File: config.mk
export PLATFORM = sky130hd
export DESIGN_NAME = pci_arbiter_rr
export DESIGN_NICKNAME = d
export VERILOG_FILES = /design/src/rtl/pci_arbiter_rr.sv
export SDC_FILE = /design/constraint.sdc
export NUM_CORES = 1
export LEC_CHECK = 0
export BUFFER_PORTS_ARGS = -buffer_cell sky130_fd_sc_hd__buf_2
export CORE_MARGIN = 8
export CORE_UTILIZATION = 40
export CTS_BUF_LIST = sky130_fd_sc_hd__clkbuf_16
export DETAILED_ROUTE_END_ITERATION = 12
export PLACE_DENSITY = 0.6
export SYNTH_ARGS = -nofsm -noshare
export SYNTH_HDL_FRONTEND = slang
export SYNTH_SLANG_ARGS = --single-unit
export TNS_END_PERCENT = 50
File: constraint.sdc
create_clock -name clk -period 6.53 [get_ports clk]
set_clock_uncertainty 0.15 [all_clocks]
set_input_delay 1.959 -clock clk [delete_from_list [all_inputs] [get_ports clk]]
set_output_delay 1.959 -clock clk [all_outputs]
set_load 0.01 [all_outputs]
File: src/rtl/pci_arbiter_rr.sv
// pci_arbiter_rr: central PCI bus arbiter for the host-bridge FPGA.
// Samples active-low REQ# lines and drives one-hot active-low GNT#, using
// round-robin (FIXED_PRI=0) or lowest-index-wins fixed priority (FIXED_PRI=1).
// The bus is parked on PARK_CHAN when nobody requests.
// Optional feature macro: PCI_ARB_TIMEOUT_EN builds the grant counter that
// revokes a grant whose master never asserts FRAME#, and the grant_timeout pulse.
// Handshake: REQ#/GNT# follow PCI semantics; a master owns the bus once FRAME#
// is sampled low while its GNT# is low, and the bus is idle again when FRAME#
// and IRDY# are both sampled high.
module pci_arbiter_rr #(
  parameter int NCHANS         = 7,
  parameter int CHAN_W         = 3,
  parameter int PARK_CHAN      = 0,
  parameter int FIXED_PRI      = 0,
  parameter int STARTUP_CYCLES = 8,
  parameter int TIMEOUT        = 16
) (
  input  logic              clk,
  input  logic              reset_l,
  input  logic              wait_for_it,
  input  logic              frame_l,
  input  logic              irdy_l,
  input  logic [NCHANS-1:0] req_l,
  output logic [NCHANS-1:0] gnt_l,
  output logic [CHAN_W-1:0] owner,
  output logic              grant_timeout
);

  // Elaboration-time parameter range checks.
  if (NCHANS < 2 || NCHANS > 16) begin : g_bad_nchans
    $error("pci_arbiter_rr: NCHANS must be 2..16");
  end
  if ((2 ** CHAN_W) < NCHANS) begin : g_bad_chan_w
    $error("pci_arbiter_rr: CHAN_W too narrow for NCHANS");
  end
  if (PARK_CHAN < 0 || PARK_CHAN >= NCHANS) begin : g_bad_park
    $error("pci_arbiter_rr: PARK_CHAN out of range");
  end
  if (STARTUP_CYCLES < 1 || STARTUP_CYCLES > 255) begin : g_bad_startup
    $error("pci_arbiter_rr: STARTUP_CYCLES must be 1..255");
  end
  if (TIMEOUT < 2 || TIMEOUT > 255) begin : g_bad_timeout
    $error("pci_arbiter_rr: TIMEOUT must be 2..255");
  end

  typedef enum logic [2:0] {
    S_RESET = 3'd0,
    S_PARK  = 3'd1,
    S_GRANT = 3'd2,
    S_BUSY  = 3'd3,
    S_CHECK = 3'd4
  } state_e;

  localparam logic [NCHANS-1:0] ALL_OFF   = '1;
  localparam logic [NCHANS-1:0] ONE_HOT_0 = NCHANS'(1);
  localparam logic [NCHANS-1:0] PARK_GNT  = ~(ONE_HOT_0 << PARK_CHAN);
  localparam logic [CHAN_W-1:0] PARK_IDX  = CHAN_W'(PARK_CHAN);
  localparam logic [7:0]        START_END = 8'(STARTUP_CYCLES - 1);

  state_e              state_q, state_d;
  logic [NCHANS-1:0]   gnt_q, gnt_d;
  logic [CHAN_W-1:0]   owner_q, owner_d;
  logic [7:0]          start_cnt_q, start_cnt_d;

  logic                win_vld;
  logic [CHAN_W-1:0]   win_idx;
  logic                owner_req_l;

`ifdef PCI_ARB_TIMEOUT_EN
  localparam logic [7:0] TO_END = 8'(TIMEOUT - 1);
  logic [7:0] gcnt_q, gcnt_d;
  logic       gto_q, gto_d;
`endif

  // Arbitration: pick the winning requester from req_l and the last owner.
  // Scanning candidates from the far end and overwriting leaves the first hit.
  always_comb begin
    int idx;
    win_vld = 1'b0;
    win_idx = '0;
    idx     = 0;
    if (FIXED_PRI != 0) begin
      for (int i = NCHANS - 1; i >= 0; i--) begin
        if (!req_l[i]) begin
          win_vld = 1'b1;
          win_idx = CHAN_W'(i);
        end
      end
    end else begin
      // Candidates owner+1 .. owner+NCHANS (mod NCHANS); the owner comes last.
      for (int i = NCHANS; i >= 1; i--) begin
        idx = int'(owner_q) + i;
        if (idx >= NCHANS) idx = idx - NCHANS;
        for (int j = 0; j < NCHANS; j++) begin
          if (j == idx && !req_l[j]) begin
            win_vld = 1'b1;
            win_idx = CHAN_W'(j);
          end
        end
      end
    end
  end

  // REQ# of the current owner, used to detect a withdrawn request.
  always_comb begin
    owner_req_l = 1'b1;
    for (int j = 0; j < NCHANS; j++) begin
      if (CHAN_W'(j) == owner_q) owner_req_l = req_l[j];
    end
  end

  // Next-state and next-output logic of the arbiter FSM.
  always_comb begin
    state_d     = state_q;
    gnt_d       = gnt_q;
    owner_d     = owner_q;
    start_cnt_d = start_cnt_q;
`ifdef PCI_ARB_TIMEOUT_EN
    gcnt_d      = gcnt_q;
    gto_d       = 1'b0;
`endif
    case (state_q)
      S_RESET: begin
        gnt_d = ALL_OFF;
        if (wait_for_it) begin
          if (start_cnt_q == START_END) begin
            gnt_d       = PARK_GNT;
            start_cnt_d = '0;
            state_d     = S_PARK;
          end else begin
            start_cnt_d = start_cnt_q + 8'd1;
          end
        end
      end
      S_PARK: begin
        if (!frame_l) begin
          // Parked master already started a transaction.
          owner_d = PARK_IDX;
          state_d = S_BUSY;
        end else if (win_vld) begin
          gnt_d   = ~(ONE_HOT_0 << win_idx);
          owner_d = win_idx;
          state_d = S_GRANT;
`ifdef PCI_ARB_TIMEOUT_EN
          gcnt_d  = '0;
`endif
        end else begin
          gnt_d = PARK_GNT;
        end
      end
      S_GRANT: begin
        if (!frame_l) begin
          state_d = S_BUSY;
        end else if (owner_req_l) begin
          gnt_d   = ALL_OFF;
          state_d = S_CHECK;
`ifdef PCI_ARB_TIMEOUT_EN
        end else if (gcnt_q == TO_END) begin
          gnt_d   = ALL_OFF;
          gto_d   = 1'b1;
          state_d = S_CHECK;
        end else begin
          gcnt_d  = gcnt_q + 8'd1;
`endif
        end
      end
      S_BUSY: begin
        // Grant drops one cycle after FRAME# was seen.
        gnt_d = ALL_OFF;
        if (frame_l && irdy_l) state_d = S_CHECK;
      end
      S_CHECK: begin
        if (win_vld) begin
          gnt_d   = ~(ONE_HOT_0 << win_idx);
          owner_d = win_idx;
          state_d = S_GRANT;
`ifdef PCI_ARB_TIMEOUT_EN
          gcnt_d  = '0;
`endif
        end else begin
          gnt_d   = PARK_GNT;
          state_d = S_PARK;
        end
      end
      default: begin
        gnt_d   = ALL_OFF;
        state_d = S_RESET;
      end
    endcase
  end

  // FSM state, grant, owner and startup counter registers.
  always_ff @(posedge clk or negedge reset_l) begin
    if (!reset_l) begin
      state_q     <= S_RESET;
      gnt_q       <= ALL_OFF;
      owner_q     <= '0;
      start_cnt_q <= '0;
    end else begin
      state_q     <= state_d;
      gnt_q       <= gnt_d;
      owner_q     <= owner_d;
      start_cnt_q <= start_cnt_d;
    end
  end

`ifdef PCI_ARB_TIMEOUT_EN
  // Grant counter and timeout pulse registers.
  always_ff @(posedge clk or negedge reset_l) begin
    if (!reset_l) begin
      gcnt_q <= '0;
      gto_q  <= 1'b0;
    end else begin
      gcnt_q <= gcnt_d;
      gto_q  <= gto_d;
    end
  end

  assign grant_timeout = gto_q;
`else
  assign grant_timeout = 1'b0;
`endif

  assign gnt_l = gnt_q;
  assign owner = owner_q;

endmodule

==> results of run 1 <==
power breakdown:
part	switching, mW	total (mW)	leakage [nW]	internal, mW
Combinational	0.969	1.59	1.13	0.616
Sequential	0.0526	0.227	0.256	0.174
Clock	0.0467	0.129	0.0409	0.0822
layout make-up:
type | instances | area (um^2) | share of cell area [%]
Multi-Input combinational cell | 380 | 2740 | 74.7
Inverter | 13 | 48.8 | 1.33
Clock buffer | 3 | 75.1 | 2.05
Clock inverter | 1 | 5.00 | 0.137
Timing Repair Buffer | 24 | 128 | 3.48
Tap cell | 108 | 135 | 3.69
Sequential cell | 21 | 536 | 14.6
layer usage:
layer / routed length [um] / vias to the layer above / GRT usage (%)
li1: - / 1696 / -
met1: 5190 / 1732 / 26.6
met2: 4980 / 167 / 29.2
met3: 838 / 16 / 2.58
met4: 157 / 0 / 4.63
met5: 0 / - / 0
worst min-delay path by stage:
stage	endpoint	from
2_1_floorplan	start_cnt_q[7]$_DFFE_PN0P_	start_cnt_q[7]$_DFFE_PN0P_
3_3_place_gp	start_cnt_q[7]$_DFFE_PN0P_	start_cnt_q[7]$_DFFE_PN0P_
3_5_place_dp	start_cnt_q[7]$_DFFE_PN0P_	start_cnt_q[7]$_DFFE_PN0P_
4_1_cts	start_cnt_q[7]$_DFFE_PN0P_	start_cnt_q[7]$_DFFE_PN0P_
5_1_grt	start_cnt_q[7]$_DFFE_PN0P_	start_cnt_q[7]$_DFFE_PN0P_
6_report	start_cnt_q[7]$_DFFE_PN0P_	start_cnt_q[7]$_DFFE_PN0P_
synth_stat cells (11+ instances only):
| library cell | count |
|---|---|
| ha_1 | 19 |
| nand2b_1 | 32 |
| a21oi_1 | 25 |
| nand2_1 | 31 |
| nor3_1 | 13 |
| o21ai_0 | 20 |
| nor2b_1 | 17 |
| dfrtp_1 | 14 |
| clkbuf_1 | 16 |
| inv_1 | 13 |
| buf_2 | 11 |
| nor2_1 | 26 |
registers in the layout, indices dropped and copies added (netlist names):
name / flops
state_q: 3
owner: 3
gnt_l: 7
start_cnt_q: 8
metrics by stage:
stage | setup WS, ns | util, % | cells | cell area (um^2) | total power [mW]
finish | 1.93 | 42.4 | 550 | 3660 | 1.94
global route | 1.67 | 42.4 | 550 | 3660 | 2.08
CTS | 2.05 | 42.4 | 550 | 3660 | 1.90
detailed placement | 1.81 | 41.5 | 546 | 3580 | 1.76
global placement | 1.82 | 41.5 | 546 | 3580 | 1.77
floorplan | 2.31 | - | 450 | 3510 | 1.44
cell families after synthesis:
family / synth area share, %
other: 0.107
AND/OR/NAND/NOR: 32.4
XOR/XNOR: 2.71
multiplexers: 3.17
AO/OA/AOI/OAI: 32.3
buffers and inverters: 6.81
flip-flops: 15.2
adder cells (fa/ha/maj): 7.34
==> out/qor.yml, run 1 <==
timing:
  period_minus_slack_ns: 4.60
  finalSetupViolCount: 0
  hold_viol: 0
  whs_ns: 0.310
  finalMaxSlewViolations: 0
  tightest_slew_ns: 0.983
  timing.slew.headroom_pct: 34.5
  rsz0062_at_grt: "no"
  fin_crit_sh_pct: 70.5
  fmax_mhz: 217
  setup_tns_ns: 0
power_and_ir_drop:
  leakage_nw: 1.42
  p_per_area_nw_per_um2: 530
  peakVddDrop_v: 0.000178
run:
  max_cap_violations: 0
worst_setup_path:
  r2r_slack_ns: 1.93
  cp-startpoint: "owner[1]$_DFFE_PN0P_"
  required_ns: 6.51
  cp-end-kind: "flop"
  critical-path-slowest-cell: "ha_1"
  startpoint_type: "flop"
  cpPeakStageDelay_ns: 1.02
  worstPathArrival_ns: 4.59
  reg2reg_from: "owner[1]$_DFFE_PN0P_"
  cp_num_buf_inv: 2
  crit_chain: "buf_4 -> inv_1 -> ha_1 -> nor2b_1 -> o21ai_0 -> a32oi_1 -> nor4b_1 -> nand4b_1 -> nor3_1 -> a21boi_0 -> a221o_1"
  critPathCapture: "state_q[1]$_DFFE_PN0P_"
  cpLargestDelayFamily: "simple AND/OR/NAND/NOR gates"
  timing_worst_setup_path_type: "flop to flop"
  crit_fanout: 33
  rr_worst_depth: 11
  cp_num_cells: 11
  r2r_end: "state_q[1]$_DFFE_PN0P_"
clocking:
  post_cts_buffers: 0
  numCtsBuffers: 3
  clk_latency_ns: 0.25
  cts_root_buffer: "clkbuf_16"
  cts_buffer_depth: 2
  clock_sinks: 21
  cts_tree: "yes"
  htree_levels: 1
  holdBufCountCts: 0
  path_clk_slew_ns: 0.06
  ctsResizeCount: 0
detailed_routing:
  via_count: 3611
  firstDrtPassIters: 5
  route.detailed.drc: 0
  wl_per_cell_um: 20.3
  wl_um: 11200
  dr.first_iter.drc_count: 330
  vias_per_cell: 6.57
  ant_nets: 0
outcome:
  outcome: "finished clean"
floorplan:
  io_pins: 23
  die_x_um: 110
  start_util_pct: 40.6
  coreArea_um2: 8640
  dieArea_um2: 12000
  die_h_um: 110
  rows: 34
global_routing:
  grt_pass1_vias: 3370
  grt.overflow.total: 0
  grt_start_max_net_pins: 57
  grt_usage_pct: 18.8
  antenna_found_initial: 0
  grt_pass1_wl_um: 18100
worst_hold_path:
  whs_path_depth: 1
  hold_path_class: "flop to flop"
yosys:
  dominantRegCellSynth: "dfrtp_1"
  ys_types: 86
  synth_top_area_share_pct: 9.98
  synth_area_leaders: "dfrtp_1 10%, ha_1 6.8%, nand2b_1 5.7%, dfstp_2 5.2%, a21oi_1 3.6%"
  synth_top_area_cell: "dfrtp_1"
  async_flop_share_pct: 100
  seq_area_frac_synth_pct: 15.2
  ys_warn_count: 0
  synth_edf_count: 0
  syn-instance-count: 450
  syn_area_per_cell_um2: 7.80
  synth_area_um2: 3510
  synth.net_count: 482
  synth_seq_cells: 21
finish:
  final_common_cell: "nand2b_1"
  area_delta_synth_final_pct: 4.38
  nets: 475
  drive_gt1_share_pct: 13.6
  num_antenna_cells: 0
  layout_common_cells: "32 x nand2b_1, 31 x nand2_1, 26 x nor2_1"
  fill_cells: 880
place:
  io_buffer_count: 21
  hpwl_um: 8050
  routabilityCongestion: 1.00
Power figures use the tool's default switching activity.
==> run 2, diff against run 1 <==
Settings changed: PLACE_DENSITY 0.6 to 0.62.
Clock period 6.53 ns to 3.8 ns, I/O delays scaled along.
==> out/qor.yml, run 2 (synthesized netlist as in run 1, its figures left out) <==
outcome:
  outcome: "finished clean"  # unchanged
clocking:
  path_clk_slew_ns: 0.06  # about the same
  cts_buffer_depth: 2  # unchanged
  cts_root_buffer: "clkbuf_16"  # unchanged
  cts_tree: "yes"  # unchanged
  holdBufCountCts: 0  # unchanged
  htree_levels: 1  # unchanged
  clock_sinks: 21  # unchanged
  numCtsBuffers: 3  # unchanged
  clk_latency_ns: 0.25  # about the same
power_and_ir_drop:
  leakage_nw: 1.69  # was 1.42 nW
  p_seq_share_pct: 10.6  # was 11.7%
  p_per_area_nw_per_um2: 923  # was 530 nW/um^2
  switchingPower_mw: 1.98  # was 1.07 mW
  swShare_pct: 52.0  # was 55.0%
  totalPowerFinal_mw: 3.82  # was 1.94 mW
  peakVddDrop_v: 0.000494  # was 0.000178 V
  p_clk_share_pct: 5.8  # was 6.6%
  comb_power_share_pct: 83.6  # was 81.7%
  p_int_mw: 1.83  # was 873 uW
worst_setup_path:
  cp_num_cells: 13  # was 11
  r2r_slack_ns: 0.08  # was 1.93 ns
  crit_fanout: 11  # was 33
  cpLargestDelayFamily: "compound AO/OA/AOI/OAI gates"  # was simple AND/OR/NAND/NOR gates
  rr_worst_depth: 13  # was 11
  cp_common_cell: "buf_4"
  crit_chain: "inv_1 -> ha_2 -> buf_4 -> and4b_1 -> a32o_1 -> a311oi_1 -> o21a_1 -> nand3_1 -> nor3_1 -> buf_4 -> nor2_1 -> buf_4 -> a221o_1"  # was buf_4 -> inv_1 -> ha_1 -> nor2b_1 -> o21ai_0 -> a32oi_1 -> nor4b_1 -> nand4b_1 -> nor3_1 -> a21boi_0 -> a221o_1
  cpPeakStageDelay_ns: 0.54  # was 1.02 ns
  startpoint_type: "flop"  # unchanged
  cp-end-kind: "flop"  # unchanged
  required_ns: 3.78  # was 6.51 ns
  worstPathArrival_ns: 3.70  # was 4.59 ns
  cp_num_buf_inv: 4  # was 2
  timing_worst_setup_path_type: "flop to flop"  # unchanged
  critical-path-slowest-cell: "a311oi_1"  # was ha_1
place:
  io_buffer_count: 21  # unchanged
  hpwl_um: 9790  # was 8050 um
  dpl-instance-area_um2: 3970  # was 3580 um^2
  routabilityCongestion: 1.05  # was 1.00
  dp_slack_ns: 0.0425  # was 1.81 ns
  dp_cells: 597  # was 546
timing:
  fin_crit_sh_pct: 97.9  # was 70.5%
  hold_viol: 0  # unchanged
  setup_tns_ns: 0  # unchanged
  period_minus_slack_ns: 3.72  # was 4.60 ns
  tightest_slew_ns: 0.655  # was 0.983 ns
  finalMaxSlewViolations: 0  # unchanged
  whs_ns: 0.324  # was 0.310 ns
  rsz0062_at_grt: "yes"  # was no
  finalSetupViolCount: 0  # unchanged
  timing.slew.headroom_pct: 56.0  # was 34.5%
  fmax_mhz: 269  # was 217 MHz
  setup_slack_ns: 0.0812  # was 1.93 ns
detailed_routing:
  wl_per_cell_um: 20.6  # was 20.3 um
  via_count: 3846  # was 3611
  ant_nets: 0  # unchanged
  vias_per_cell: 6.40  # was 6.57
  wl_um: 12400  # was 11200 um
  route.detailed.drc: 0  # unchanged
  dr.first_iter.drc_count: 277  # was 330
  firstDrtPassIters: 5  # unchanged
global_routing:
  grt.overflow.total: 0  # unchanged
  grt_pass1_vias: 3653  # was 3370
  grt_start_max_net_pins: 25  # was 57
  antenna_found_initial: 0  # unchanged
  grt_usage_pct: 20.8  # was 18.8%
  grt_pass1_wl_um: 19600  # was 18100 um
finish:
  drive_gt1_share_pct: 25.2  # was 13.6%
  final_core_util_pct: 47.9  # was 42.4%
  layout_common_cells: "53 x buf_4, 32 x nand2b_1, 31 x nand2_1"  # was 32 x nand2b_1, 31 x nand2_1, 26 x nor2_1
  design_area_um2: 4130  # was 3660 um^2
  final_common_cell: "buf_4"  # was nand2b_1
  final-instance-count-excl-fill: 601  # was 550
  area_delta_synth_final_pct: 17.8  # was 4.38%
  largest_reg_flops: 8  # unchanged
  fill_cells: 869  # was 880
  regMostFlops: "start_cnt_q"  # unchanged
  nets: 526  # was 475
  num_antenna_cells: 0  # unchanged
floorplan:
  start_util_pct: 40.6  # unchanged
  die_x_um: 110  # unchanged
  io_pins: 23  # unchanged
  rows: 34  # unchanged
  coreArea_um2: 8640  # unchanged
  die_h_um: 110  # unchanged
  dieArea_um2: 12000  # unchanged
worst_hold_path:
  hold_path_class: "flop to flop"  # unchanged
  whs_path_depth: 1  # unchanged
run:
  max_cap_violations: 0  # unchanged
-- run 2: changes by cell type in the layout (fill, tap and decap cells not counted), sizes merged --
| cell | previous run | this run |
|---|---|---|
| buf | 24 | 75 |
-- run 2: path summary, 6_finish.rpt --
path,from,to
worst min-delay path,start_cnt_q[7]$_DFFE_PN0P_,start_cnt_q[7]$_DFFE_PN0P_
max in group asynchronous,reset_l,owner[1]$_DFFE_PN0P_
worst max-delay path,owner[0]$_DFFE_PN0P_,state_q[1]$_DFFE_PN0P_
min in group asynchronous,reset_l,start_cnt_q[6]$_DFFE_PN0P_
worst min register to register,start_cnt_q[7]$_DFFE_PN0P_,start_cnt_q[7]$_DFFE_PN0P_
worst max register to register,owner[0]$_DFFE_PN0P_,state_q[1]$_DFFE_PN0P_
-- run 2: cell type report --
cell class,count,area [um^2],area share [%]
clock buffer,3,75.1,1.82
clock inverter,1,5.00,0.121
inverter,13,48.8,1.18
multi-input combinational,380,2820,68.2
sequential,21,537,13.0
tap,108,135,3.27
timing repair buffer,75,514,12.4
-- run 2: power groups by stage --
stage               logic [mW]  clock network (mW)  registers [mW]
global route              3.44               0.238           0.420
CTS                       3.04               0.230           0.401
floorplan                 2.10                   0           0.378
global placement          2.99                   0           0.401
detailed placement        3.02                   0           0.406
finish                    3.19               0.223           0.404
-- run 2: timing repair --
| action | 4_1_cts | 5_1_grt |
|---|---|---|
| setup buffers | 0 | 0 |
| resized for setup | 0 | 18 |
| endpoints found under the setup margin | 0 | 11 |
-- run 2: layer usage --
metal  share of wire (%)  wire length, um  track usage [%]  vias to the layer above
met5                   0                0                0                        -
met2                  45             5620             32.9                      190
met3                 7.6              936             3.28                       38
li1                    -                -                -                     1795
met4                 4.2              515             9.84                        0
met1                  43             5320             27.0                     1823
